$ cat config.mk
export PLATFORM = sky130hd
export DESIGN_NAME = spi_burst_ctrl
export DESIGN_NICKNAME = d
export VERILOG_FILES = /design/src/rtl/spi_burst_ctrl_pkg.sv /design/src/rtl/spi_byte_fifo.sv /design/src/rtl/spi_burst_ctrl.sv
export SDC_FILE = /design/constraint.sdc
export NUM_CORES = 1
export LEC_CHECK = 0
export BUFFER_PORTS_ARGS = -buffer_cell sky130_fd_sc_hd__buf_2
export CORE_UTILIZATION = 33
export CTS_CLUSTER_SIZE = 8
export DETAILED_ROUTE_END_ITERATION = 8
export GPL_TIMING_DRIVEN = 0
export HOLD_SLACK_MARGIN = 0.05
export SYNTH_ARGS = -nofsm -noshare
export SYNTH_HDL_FRONTEND = slang
export SYNTH_SLANG_ARGS = --single-unit
export TNS_END_PERCENT = 30
$ cat constraint.sdc
create_clock -name clk -period 3.2 [get_ports clk]
set_clock_uncertainty 0.1 [all_clocks]
set_input_delay 0.96 -clock clk [delete_from_list [all_inputs] [get_ports clk]]
set_output_delay 0.96 -clock clk [all_outputs]
set_load 0.05 [all_outputs]
$ cat src/rtl/spi_burst_ctrl_pkg.sv
// Shared definitions for the SPI byte-burst sequencer: FSM encoding and default sizing.
package spi_burst_ctrl_pkg;

  localparam int SPI_BYTE_W  = 8;
  localparam int DEF_DEPTH   = 8;
  localparam int DEF_TIMEOUT = 64;

  typedef enum logic [1:0] {
    ST_IDLE  = 2'd0,
    ST_ISSUE = 2'd1,
    ST_WAIT  = 2'd2,
    ST_FIN   = 2'd3
  } state_t;

endpackage

$ cat src/rtl/spi_byte_fifo.sv
// Synchronous show-ahead byte FIFO with occupancy count; head reads as zero while empty.
module spi_byte_fifo
  import spi_burst_ctrl_pkg::*;
#(
  parameter int DEPTH  = DEF_DEPTH,
  parameter int DATA_W = SPI_BYTE_W
) (
  input  logic                     clk,
  input  logic                     rst,
  input  logic                     wr,
  input  logic [DATA_W-1:0]        wdata,
  input  logic                     rd,
  output logic [DATA_W-1:0]        rdata,
  output logic                     empty,
  output logic [$clog2(DEPTH):0]   count
);

  localparam int AW = $clog2(DEPTH);
  localparam logic [AW:0] FULL_CNT = (AW+1)'(DEPTH);

  logic [DATA_W-1:0] mem [DEPTH];
  logic [AW-1:0]     wptr;
  logic [AW-1:0]     rptr;
  logic              full;
  logic              wr_ok;
  logic              rd_ok;

  assign full  = (count == FULL_CNT);
  assign empty = (count == '0);
  assign wr_ok = wr && !full;
  assign rd_ok = rd && !empty;
  assign rdata = empty ? '0 : mem[rptr];

  // Pointers wrap naturally because DEPTH is a power of two.
  always_ff @(posedge clk or posedge rst) begin
    if (rst) begin
      wptr  <= '0;
      rptr  <= '0;
      count <= '0;
    end else begin
      if (wr_ok) wptr <= wptr + 1'b1;
      if (rd_ok) rptr <= rptr + 1'b1;
      if (wr_ok && !rd_ok)      count <= count + 1'b1;
      else if (rd_ok && !wr_ok) count <= count - 1'b1;
    end
  end

  always_ff @(posedge clk) begin
    if (wr_ok) mem[wptr] <= wdata;
  end

endmodule

$ cat src/rtl/spi_burst_ctrl.sv
// Byte-burst sequencer feeding an 8-bit SPI master: TX queue out, one start per byte, RX queue in.
module spi_burst_ctrl
  import spi_burst_ctrl_pkg::*;
#(
  parameter int DEPTH   = DEF_DEPTH,
  parameter int TIMEOUT = DEF_TIMEOUT
) (
  input  logic                  clk,
  input  logic                  rst,
  input  logic                  tx_wr,
  input  logic [SPI_BYTE_W-1:0] tx_data,
  output logic                  tx_full,
  output logic [4:0]            tx_count,
  input  logic                  go,
  output logic                  busy,
  output logic                  done,
  output logic                  err_timeout,
  output logic                  rx_ovf,
  input  logic                  rx_rd,
  output logic [SPI_BYTE_W-1:0] rx_data,
  output logic                  rx_empty,
  output logic                  spi_start,
  output logic [SPI_BYTE_W-1:0] spi_data,
  input  logic [SPI_BYTE_W-1:0] spi_rx_data,
  input  logic                  spi_rx_ready
);

  localparam int CW = $clog2(DEPTH) + 1;
  localparam logic [7:0] TIMEOUT_LAST = 8'(TIMEOUT - 1);

  state_t                state;
  state_t                state_nx;
  logic [7:0]            wait_cnt;
  logic                  tx_rd;
  logic                  rx_wr;
  logic                  go_ok;
  logic                  timeout_hit;
  logic                  tx_empty;
  logic                  rx_full;
  logic [CW-1:0]         tx_cnt;
  logic [CW-1:0]         rx_cnt;
  logic [SPI_BYTE_W-1:0] tx_head;

  spi_byte_fifo #(.DEPTH(DEPTH), .DATA_W(SPI_BYTE_W)) u_tx_fifo (
    .clk(clk), .rst(rst), .wr(tx_wr), .wdata(tx_data), .rd(tx_rd),
    .rdata(tx_head), .empty(tx_empty), .count(tx_cnt)
  );

  spi_byte_fifo #(.DEPTH(DEPTH), .DATA_W(SPI_BYTE_W)) u_rx_fifo (
    .clk(clk), .rst(rst), .wr(rx_wr), .wdata(spi_rx_data), .rd(rx_rd),
    .rdata(rx_data), .empty(rx_empty), .count(rx_cnt)
  );

  assign tx_full  = (tx_cnt == CW'(DEPTH));
  assign rx_full  = (rx_cnt == CW'(DEPTH));
  assign tx_count = 5'(tx_cnt);

  always_comb begin
    state_nx    = state;
    tx_rd       = 1'b0;
    rx_wr       = 1'b0;
    go_ok       = 1'b0;
    timeout_hit = 1'b0;
    case (state)
      ST_IDLE: begin
        if (go && !tx_empty) begin
          go_ok    = 1'b1;
          state_nx = ST_ISSUE;
        end
      end
      ST_ISSUE: begin
        tx_rd    = 1'b1;
        state_nx = ST_WAIT;
      end
      ST_WAIT: begin
        // A ready on the final counted cycle still wins over the timeout.
        if (spi_rx_ready) begin
          rx_wr    = 1'b1;
          state_nx = tx_empty ? ST_FIN : ST_ISSUE;
        end else if (wait_cnt == TIMEOUT_LAST) begin
          timeout_hit = 1'b1;
          state_nx    = ST_IDLE;
        end
      end
      ST_FIN:  state_nx = ST_IDLE;
      default: state_nx = ST_IDLE;
    endcase
  end

  always_ff @(posedge clk or posedge rst) begin
    if (rst) begin
      state       <= ST_IDLE;
      wait_cnt    <= '0;
      spi_start   <= 1'b0;
      spi_data    <= '0;
      busy        <= 1'b0;
      done        <= 1'b0;
      err_timeout <= 1'b0;
      rx_ovf      <= 1'b0;
    end else begin
      state       <= state_nx;
      spi_start   <= (state == ST_ISSUE);
      busy        <= (state != ST_IDLE);
      done        <= (state == ST_FIN);
      err_timeout <= timeout_hit;
      if (state == ST_ISSUE) begin
        spi_data <= tx_head;
        wait_cnt <= '0;
      end else if (state == ST_WAIT) begin
        wait_cnt <= wait_cnt + 8'd1;
      end
      if (go_ok)                rx_ovf <= 1'b0;
      else if (rx_wr && rx_full) rx_ovf <= 1'b1;
    end
  end

endmodule

# Word level (Yosys, flattened, before mapping)
# Memories as Yosys holds them, arrays and structs flattened.
# Cells that the tools add are included.
# W data, S select, Z words.
classes:
  add_sub_neg: 9
  eq_ne: 8
  mux: 27
  n_reduce_logical: 27
ops:
  columns: ["op", "count"]
  rows:
  - ["$mux W8", 4]
  - ["$mux W4", 4]
  - ["$mux W1", 14]
  - ["$add A3 B1 Y3 const B", 4]
  - ["$logic_and A1 B1 Y1", 10]
  - ["$reduce_bool A2 Y1", 5]
  - ["$add A4 B1 Y4 const B", 2]
  - ["$add A8 B1 Y8 const B", 1]
  - ["$eq A4 B4 Y1 const B", 2]
  - ["$eq A8 B6 Y1 const B", 1]
  - ["$logic_not A1 Y1", 8]
  - ["$logic_not A4 Y1", 2]
  - ["$mux W2", 4]
  - ["$pmux W2 S4", 1]
  - ["$sub A4 B1 Y4 const B", 2]
  - ["$eq A2 B2 Y1 const B", 2]
  - ["$ne A3 B3 Y1 const B", 1]
  - ["$eq A2 B1 Y1 const B", 1]
  - ["$logic_not A2 Y1", 1]
  - ["$ne A2 B2 Y1 const B", 1]
  - ["$reduce_and A2 Y1", 1]
word_totals:
  register_bits: 43
  mem_bits_rw: 128
  out_inout_bits: 28
  elab_cells: 87
  mem_count: 2
memory_table:
  columns: ["name", "words", "word_bits", "rd", "rd_ports_with_merged_regs", "wr", "line", "text"]
  rows:
  - ["u_rx_fifo.mem", 8, 8, 1, 0, 1, "spi_byte_fifo.sv:21", "logic [DATA_W-1:0] mem [DEPTH];"]
  - ["u_tx_fifo.mem", 8, 8, 1, 0, 1, "spi_byte_fifo.sv:21", null]

# Longest topological paths before layout
depth:
  word_depth: 7
  depth_mapped: 12
  mapped_depth_nobuf: 11

# Hierarchy
# Synthesis repeated with hierarchy kept, for this count alone.
unflattened:
  cells_unflattened: 409
  area_unflattened_um2: 7139.3
by_module_without_submodules:
  columns: ["module", "instances", "cells_each", "area_each_um2"]
  rows:
  - ["spi_byte_fifo", 2, 158, 3032.9]
  - ["spi_burst_ctrl", 1, 93, 1073.5]

# Least setup slack after synthesis
# Ideal clock, no wire load.
synth_timing:
  path_kind: "register to register"
  from: "reg u_tx_fifo.count[0]"
  to: "reg u_tx_fifo.count[3]"
  setup_ns: 0.126
  arrival_time_ns: 2.974
  setup_slack_ns: 0.000
  path_stages_with_launch: 11
  synth_period_minus_slack_ns: 3.200
  cell_sequence: "dfrtp_1 or4_4 nand2_1 buf_6 ha_1 inv_1 ha_1 a21o_2 a2111oi_2 a31oi_1 a221o_1"
synth_between:
  elab_chain_len: 6
synth_lines:
  columns: ["element", "line", "text"]
  rows:
  - ["start, declared", "spi_byte_fifo.sv:15", "output logic [$clog2(DEPTH):0] count"]
  - ["start signal, assigned", "spi_byte_fifo.sv:43", "if (wr_ok && !rd_ok) count <= count + 1'b1;"]
  - ["start signal, assigned", "spi_byte_fifo.sv:44", "else if (rd_ok && !wr_ok) count <= count - 1'b1;"]
  - ["parallel branches: the longest is 6 deep, another holds $sub A4 B1 Y4", null, null]
# Several ways; the timed one is not identified. The select of a mux whose other input is x is not followed.
# A chain may end at the register's enable or synchronous reset.

# Worst setup path in the final report
layout_timing:
  from: "reg u_rx_fifo.rptr[0]"
  to: "out rx_data[0]"
layout_between:
  elab_chain_len: 2
layout_lines:
  columns: ["element", "line", "text"]
  rows:
  - ["start, declared", "spi_byte_fifo.sv:23", "logic [AW-1:0] rptr;"]
  - ["start signal, assigned", "spi_byte_fifo.sv:42", "if (rd_ok) rptr <= rptr + 1'b1;"]
  - ["$mem_v2 Z8 W8", null, null]
  - ["$mux W8", "spi_byte_fifo.sv:32", "assign rdata = empty ? '0 : mem[rptr];"]
  - ["end, declared", "spi_burst_ctrl.sv:20", "output logic [SPI_BYTE_W-1:0] rx_data,"]
# No other way between the ends.

==> impl_metrics.yaml <==
layout:
  syn2layout_area_growth_pct: 19.4
  layout-drive-gt1-share: 0.290
  nets: 531
  fill_cells: 1885
  diodes: 0
  stdcell_area_um2: 8540
  utilization: 0.404
grt:
  met1_usage: 0.159
  use_met3: 0.0303
  busiest_layer: "met2"
  antenna_found_initial: 0
  grt_pass1_wl_um: 22100
  grt_max_degree: 41
  grt_pass1_vias: 4025
  grtUsageMet2: 0.242
  track_usage: 0.135
  overflow: 0
timing:
  finalCriticalPeriod_ps: 3130
  tightest_slew_ps: 1010
  rsz0062_at_grt: "yes"
  fin_crit_sh: 0.978
  fin_setup_tns_ps: 0
  drv_slew: 0
  slew-limit-headroom: 0.326
  fmax_mhz: 320
  finalHoldViolCount: 0
  setup_violations: 0
setup_path:
  arrival_ps: 2070
  cp.depth: 6
  r2r-start: "u_tx_fifo.count[0]"
  startpoint: "u_rx_fifo.rptr[0]"
  timing.rr.end: "u_tx_fifo.count[3]"
  worstSetupPathType: "flip-flop to output port"
  max_stage_delay_ps: 500
  setup.worst_path.end: "rx_data[0]"
  reg2reg_depth: 10
  required_ps: 2140
  cpLargestDelayFamily: "multiplexers"
  worst_setup_path_start_kind: "flip-flop"
  path_cells: "buf_12, buf_4, mux4_2, mux2i_1, nor2_1, buf_2"
  cp_max_fo: 5
  crit_slowest_cell: "mux4_2"
  r2r_setup_slack_ps: 140
  crit_buf_inv: 3
  cp-end-kind: "output port"
synth:
  synth_common_cells: "edfxtp_1 (128), dfrtp_1 (43), nor2_1 (24)"
  synth.most_common_cell: "edfxtp_1"
  synth_warnings: 0
  ys_seq_area_frac: 0.688
  avgSynthCellArea_um2: 17.2
  synth_edf_count: 128
  synth.area.top_cells: "edfxtp_1 (54%), dfrtp_1 (15%), mux4_2 (6.3%)"
  syn-instance-count: 416
  ys_ff_latch: 171
  synthFlopType: "edfxtp_1"
  yosys.area.top_type: "edfxtp_1"
  async_flop_share: 0.251
  synth_top_area_frac: 0.537
  synth_cell_type_count: 51
  syn_nets: 456
  syn_area_um2: 7150
route:
  drtIter0Drc: 202
  routed-via-count: 3804
  wl_per_cell_um: 17.8
  remaining_drc_errors: 0
  vias_per_cell: 4.88
  wl_um: 13900
  first_pass_iters: 4
  ant_nets: 0
placed_design:
  post-dp-hpwl_um: 9000
  port_buffers: 48
  routabilityCongestion: 0.725
  placed_cell_area_um2: 7780
outcome:
  status: "completed"
clock_network:
  numCtsBuffers: 17
  insertion_delay_ps: 430
  path_clk_slew_ps: 60
  cts_tree: "done"
  cts-hold-fix-buffers: 0
  clockBufferDepth: 2
  ctsHtreeMaxLevel: 4
  clockRootBuffer: "clkbuf_16"
  clock_sinks: 171
power_and_ir_drop:
  pwr_density_cell_nw_per_um2: 1030
  leakagePower_nw: 3.13
  vdd_drop_max_mv: 0.414
floorplan:
  die_y_um: 149
  ioPinCount: 50
  start_util: 0.338
  die_area_um2: 22300
  fp-row-count: 53
  core_area_um2: 21200
  die_w_um: 149
run:
  cap_violations: 0
hold_path:
  hold_path.class: "primary input to asynchronous set/reset pin"
## cells by family after synthesis
group | after synthesis | share of synthesized area
muxes | 59 | 0.142
buffers and inverters | 34 | 0.0250
DFF | 171 | 0.688
other | 1 | 0.000524
xor gates and xnor gates | 14 | 0.0171
AOI/OAI and AO/OA | 43 | 0.0437
and+or+nand+nor | 76 | 0.0507
adders and majority gates | 18 | 0.0336
## worst register-to-register path: stages (launching register included)
cell and delay, ps:
dfrtp_2 420, or4_4 580, nand2_1 130, buf_6 120
ha_2 220, inv_1 120, ha_1 290, a21o_2 250
a2111oi_4 340, a31oi_1 70, a221o_1 320
## layout make-up
class	instances	area [um^2]	share of cell area
clock buffer	17	425	0.0498
sequential	171	4920	0.576
tap	275	344	0.0403
buffer	16	139	0.0163
inverter	17	63.8	0.00747
multi-input combinational	211	2110	0.247
timing repair buffer	57	329	0.0385
clock inverter	15	206	0.0242
## cells in the final DEF (no fill, tap or decap), drive strengths merged, types with 2 or more instances in the layout
cell	n
nor2	24
nor3	13
inv	24
dfrtp	43
buf	70
o2bb2ai	2
mux2i	21
fa	2
o22ai	9
nand2	16
xnor2	12
edfxtp	128
clkinvlp	3
nand3	6
xor2	2
a21o	3
o31ai	2
a21boi	2
o21ai	6
clkbuf	20
nand2b	7
a2111oi	2
bufinv	3
a21oi	8
mux4	30
a31oi	2
ha	16
nor4	3
clkinv	2
nand3b	2
mux2	8
## worst min path at each step
stage	slack [ps]	from	end	cells after the start
after floorplan	370	wait_cnt[7]	err_timeout	1
after global placement	400	u_tx_fifo.wptr[0]	u_tx_fifo.wptr[0]	1
after detailed placement	410	u_rx_fifo.wptr[0]	u_rx_fifo.wptr[0]	1
after CTS	280	rst	spi_data[0]	2
after global routing	290	rst	spi_data[0]	2
final	290	rst	spi_data[0]	2
## metrics by stage
step	hold slack [ps]	setup slack, ps	cells	power, mW
after detailed placement	410	-276	740	6.54
after CTS	284	7.64	771	8.74
final	291	70.8	779	8.81
after floorplan	368	32.8	416	5.69
after global placement	400	-329	739	6.38
after global routing	291	-11.8	779	9.31
## sequential cells by signal (all words and copies together) (netlist names), 4 cells and up
signal and cells:
wait_cnt 8, u_rx_fifo.count 4, u_tx_fifo.mem 64, u_rx_fifo.mem 64, u_tx_fifo.count 4, spi_data 8
## metal layers
metal | routed length [um] | up-vias
met2 | 7430 | 68
met1 | 5790 | 1955
met5 | 0 | -
li1 | - | 1763
met4 | 174 | 0
met3 | 477 | 18
## power breakdown
part	switching [mW]	internal (mW)
Clock	0.918	1.26
Sequential	0.295	2.84
Combinational	2.10	1.40
## repair_timing
item                                    in CTS  in global routing
gates resized for setup                      8                 11
buffers inserted                             0                  8
endpoints found under the setup margin       9                 10
Note: power is estimated with default switching activity, not from simulation.
